[config.mk]
export PLATFORM = sky130hd
export DESIGN_NAME = ucie_ctl_sb_packet_parser
export DESIGN_NICKNAME = d
export VERILOG_FILES = /design/src/rtl/ucie_ctl_sb_packet_parser.sv
export SDC_FILE = /design/constraint.sdc
export NUM_CORES = 1
export LEC_CHECK = 0
export ABC_AREA = 1
export CAP_MARGIN = 20
export CORE_UTILIZATION = 43
export DETAILED_ROUTE_END_ITERATION = 6
export SYNTH_ARGS = -nofsm -noshare
export SYNTH_HDL_FRONTEND = slang
export SYNTH_SLANG_ARGS = --single-unit
[constraint.sdc]
create_clock -name i_clk -period 8 [get_ports i_clk]
set_clock_uncertainty 0.15 [all_clocks]
set_input_delay 1.2 -clock i_clk [delete_from_list [all_inputs] [get_ports i_clk]]
set_output_delay 1.2 -clock i_clk [all_outputs]
set_load 0.1 [all_outputs]
[src/rtl/ucie_ctl_sb_packet_parser.sv]
// ucie_ctl_sb_packet_parser: receives sideband packets as 32-bit phases, checks
// opcode/dstid/parity and presents decoded message fields with a one-cycle valid.
module ucie_ctl_sb_packet_parser #(
    parameter logic [4:0] OPC_MSG_NODATA = 5'b10010,
    parameter logic [4:0] OPC_MSG_DATA   = 5'b11011,
    parameter logic [2:0] EXP_DSTID      = 3'b101,
    parameter int         GAP_TIMEOUT    = 8
) (
    input  logic        i_clk,
    input  logic        i_rst,
    input  logic        i_phase_valid,
    input  logic [31:0] i_phase_data,
    output logic        o_msg_valid,
    output logic [4:0]  o_opcode,
    output logic [2:0]  o_srcid,
    output logic [7:0]  o_msg_code,
    output logic [7:0]  o_sub_code,
    output logic [15:0] o_info,
    output logic        o_has_data,
    output logic [63:0] o_data,
    output logic        o_parity_err,
    output logic        o_opcode_err,
    output logic        o_dst_err,
    output logic        o_frame_err,
    output logic        o_busy
);
    typedef enum logic [1:0] {S_PH0, S_PH1, S_PH2, S_PH3} state_t;
    state_t      state, state_nxt;
    logic [31:0] ph0, ph1, ph2;
    logic [7:0]  gap_cnt;
    logic        gap_expire, done, has_data_w, cp_calc, dp_calc;
    logic        par_bad, opc_bad, dst_bad, good;
    logic [31:0] ph1_w;
    logic [63:0] data_w;

    always_ff @(posedge i_clk or negedge i_rst) begin
        if (!i_rst) state <= S_PH0;
        else        state <= state_nxt;
    end

    always_comb begin
        state_nxt = state;
        if (gap_expire) state_nxt = S_PH0;
        else if (i_phase_valid) begin
            case (state)
                S_PH0:   state_nxt = S_PH1;
                S_PH1:   state_nxt = (ph0[4:0] == OPC_MSG_DATA) ? S_PH2 : S_PH0;
                S_PH2:   state_nxt = S_PH3;
                default: state_nxt = S_PH0;
            endcase
        end
    end

    // The final phase is checked straight off the input so results register on its edge.
    always_comb begin
        o_busy     = state != S_PH0;
        gap_expire = o_busy && !i_phase_valid && gap_cnt == 8'(GAP_TIMEOUT - 1);
        done       = i_phase_valid && ((state == S_PH1 && ph0[4:0] != OPC_MSG_DATA) || state == S_PH3);
        has_data_w = state == S_PH3;
        ph1_w      = has_data_w ? ph1 : i_phase_data;
        data_w     = has_data_w ? {i_phase_data, ph2} : 64'h0;
        cp_calc    = ^{ph0, ph1_w[29:0]};
        dp_calc    = ^data_w;
        par_bad    = ph1_w[30] != cp_calc || ph1_w[31] != dp_calc;
        opc_bad    = ph0[4:0] != OPC_MSG_NODATA && ph0[4:0] != OPC_MSG_DATA;
        dst_bad    = ph1_w[26:24] != EXP_DSTID;
        good       = done && !par_bad && !opc_bad && !dst_bad;
    end

    always_ff @(posedge i_clk or negedge i_rst) begin
        if (!i_rst) begin
            ph0     <= '0;
            ph1     <= '0;
            ph2     <= '0;
            gap_cnt <= '0;
        end else begin
            if (i_phase_valid && state == S_PH0) ph0 <= i_phase_data;
            if (i_phase_valid && state == S_PH1) ph1 <= i_phase_data;
            if (i_phase_valid && state == S_PH2) ph2 <= i_phase_data;
            gap_cnt <= (!o_busy || i_phase_valid || gap_expire) ? 8'd0 : gap_cnt + 8'd1;
        end
    end

    always_ff @(posedge i_clk or negedge i_rst) begin
        if (!i_rst) begin
            o_msg_valid  <= 1'b0;
            o_parity_err <= 1'b0;
            o_opcode_err <= 1'b0;
            o_dst_err    <= 1'b0;
            o_frame_err  <= 1'b0;
            o_opcode     <= '0;
            o_srcid      <= '0;
            o_msg_code   <= '0;
            o_sub_code   <= '0;
            o_info       <= '0;
            o_has_data   <= 1'b0;
            o_data       <= '0;
        end else begin
            o_msg_valid  <= good;
            o_parity_err <= done && par_bad;
            o_opcode_err <= done && opc_bad;
            o_dst_err    <= done && dst_bad;
            o_frame_err  <= gap_expire;
            if (good) begin
                o_opcode   <= ph0[4:0];
                o_srcid    <= ph0[31:29];
                o_msg_code <= ph0[21:14];
                o_sub_code <= ph1_w[7:0];
                o_info     <= ph1_w[23:8];
                o_has_data <= has_data_w;
                o_data     <= data_w;
            end
        end
    end
endmodule

==> out/results.txt <==
Post-route antenna net violation count: 0
Slew headroom: 25.5%
Row cnt: 60
Post-synth EDFFs: 0
Initial antenna violation count: 0
Crit path launch type: flip-flop
Register area share after synthesis: 45.0%
Reg2Reg Setup Slack: 3.02 ns
Overall Power: 3.55 mW
Starting Density: 44.2%
Largest net degree at the start of global routing: 106
First-pass GRT wire length: 57.6 mm
First-pass DRT Iterations: 5
Skew-Pair Late Insertion Delay: 0.52 ns
Post-synth top area share: 45.0%
# nets final: 1,909
Routed WL per cell: 16.2 microns
Worst EP required: 8.30 ns
Gr usage total: 25.8%
Final core occ: 53.6%
Ys async rst share: 100%
Worst-path clk slew: 0.06 ns
P_leak: 7.86 nW
Post-Synthesis Cells: 1,767
Via density: 5.15
Vias: 11,600
CTS tree: built
Final WL: 36.6 mm
Min Tclk post-route: 4.98 ns
Clk sinks: 216
Final setup margin: 3.02 ns
Crit Path Class: reg -> reg
Vias in the first global route: 10,600
Period utilization: 62.2%
Max Root-Sink Buffers: 3
Chip height: 169 microns
Non-filler cells in the finished layout: 2,257
DP Area: 0.0137 sq mm
CTS buffer count: 25
Cell area after synthesis: 0.0120 sq mm
Critical path capture point type: flip-flop
Worst setup endpoint: o_msg_code[6]
Most common cell after layout, fill and taps aside: nand2_1
GP Congestion: 0.859
Largest cells by area after synthesis: dfrtp_1, nand2_1, nand4_1
Number of I/O pins: 146
Post-route cell area: 0.0146 sq mm
Status: completed
Total negative slack: 0 ns
H-tree depth: 1
Min Hold Slack: 0.315 ns
Syn. warnings: 0
Final Hold Fails: 0
Worst slack, placed: 2.91 ns
Placed Cells: 2,210
Post-DP HPWL: 25.4 mm
Reg-to-Reg Start: state[0]
R2r endpoint: o_msg_code[6]
PortBufs: 145
PostCTS Resize Cnt: 0
Die ar.: 0.0286 sq mm
Fmax: 201 MHz
DR DRC count: 0
Diodes inserted: 0
FF+latch count, synth: 216
Congestion Overflow GR: 0
Setup Buffers After CTS: 0
RSZ-0062 raised after global routing: no
Slew Viols, Final: 0
Share of cells above drive strength 1: 3.61%
Root buffer cell: clkbuf_16
Crit-path max FO: 84
Syn Area/Cell: 6.80 sq um
Critical path startpoint: state[0]
Tightest Hold Check Type: reg -> reg
Pwr Density: 244 mW/mm^2
Distinct cell type count after synthesis: 30
Post-Syn Nets: 1,808
Max VDD drop: 0.360 mV
Die X: 169 microns
Area of the core: 0.0272 sq mm
DRT iter0 DRCs: 916
Commonest cells after routing, fill and taps aside: nand2_1, dfrtp_1, inv_1
Cell taking the most area after synthesis: dfrtp_1
Reg2Reg Depth: 20
Arr. time, crit path: 5.27 ns
Final Setup Violations: 0
Synth Flop Type: dfrtp_1
Worst Tran Pin Value: 1.12 ns
Max Cap Viol: 0
Hold Buf Count CTS: 0
Area delta synth->final: 21.2%
==> report_power, final <==
part	total (mW)	internal [mW]	switching (mW)
Sequential	1.34	1.22	0.118
Clock	1.09	0.635	0.458
Combinational	1.12	0.296	0.823
==> how the worst min path moves through the flow <==
stage / to / cells past startpoint / start
floorplan: gap_cnt[0] / 1 / gap_cnt[0]
global route: o_sub_code[1] / 2 / o_sub_code[1]
global placement: o_opcode[4] / 2 / o_opcode[4]
detailed placement: o_info[15] / 2 / o_info[15]
finish: o_data[7] / 2 / o_data[7]
CTS: o_data[24] / 2 / o_data[24]
==> final cells by class <==
class | instances | area (sq um)
clock buffers | 35 | 733
well taps | 372 | 465
fillers | 2695 | 12600
repair buffers | 160 | 1630
clock inverters | 9 | 50.0
inverters | 153 | 574
multi-input cells | 1312 | 5700
flip-flops and latches | 216 | 5410
==> cells in the mapped netlist (3+ instances only) <==
cell and count:
buf_4 3, and3_1 3, o21ai_1 16, buf_2 30, clkbuf_1 46, a21oi_1 20
nand3_1 59, xnor2_1 11, nand2_1 877, buf_1 7, ha_1 6, o21ai_0 109
nor3_1 5, dfrtp_1 216, xor2_1 9, nor2_1 76, nand4_1 109, inv_1 150
==> worst max-delay path: stages (launching register included) <==
cell	delay (ns)
dfrtp_1	0.41
nand2_4	0.65
inv_2	0.57
o21ai_0	0.33
ha_1	0.28
xnor2_1	0.19
nand3_1	0.09
nand2_1	0.09
nand3_1	0.09
nand2_1	0.08
nand2_1	0.06
nand2_1	0.06
nand2_1	0.05
nand2_1	0.12
clkinv_1	0.07
nand3_1	0.13
nand2_4	0.08
nand3_4	0.33
buf_4	0.70
nand2_1	0.13
nand2_1	0.10
==> sequential cells by signal (all words and copies together) (netlist names) <==
signal,count
o_parity_err,1
o_info,16
o_data,64
o_has_data,1
o_frame_err,1
o_sub_code,8
o_msg_code,8
o_msg_valid,1
o_dst_err,1
o_opcode_err,1
o_opcode,5
ph1,32
ph2,32
state,2
o_srcid,3
gap_cnt,8
ph0,32
==> cells by family (layout without fill, tap and decap cells) <==
kind of cell / after synthesis / count (layout) / share of synthesized area, %
DFF: 216 / 216 / 45.0
and+or+nand+nor: 1138 / 1138 / 38.8
xor gates and xnor gates: 20 / 20 / 1.46
AOI/OAI and AO/OA: 148 / 148 / 6.23
buffers and inverters: 239 / 357 / 7.88
adders and majority gates: 6 / 6 / 0.625
==> routing by layer <==
layer  global-route usage, %  share of wire, %  vias to the layer above
met4                    9.20               3.4                        0
met5                       0                 0                        -
met3                    2.89               5.8                       64
li1                        -                 -                     5774
met1                    36.6                46                     5413
met2                    40.7                45                      383
Note: power is estimated with default switching activity, not from simulation.
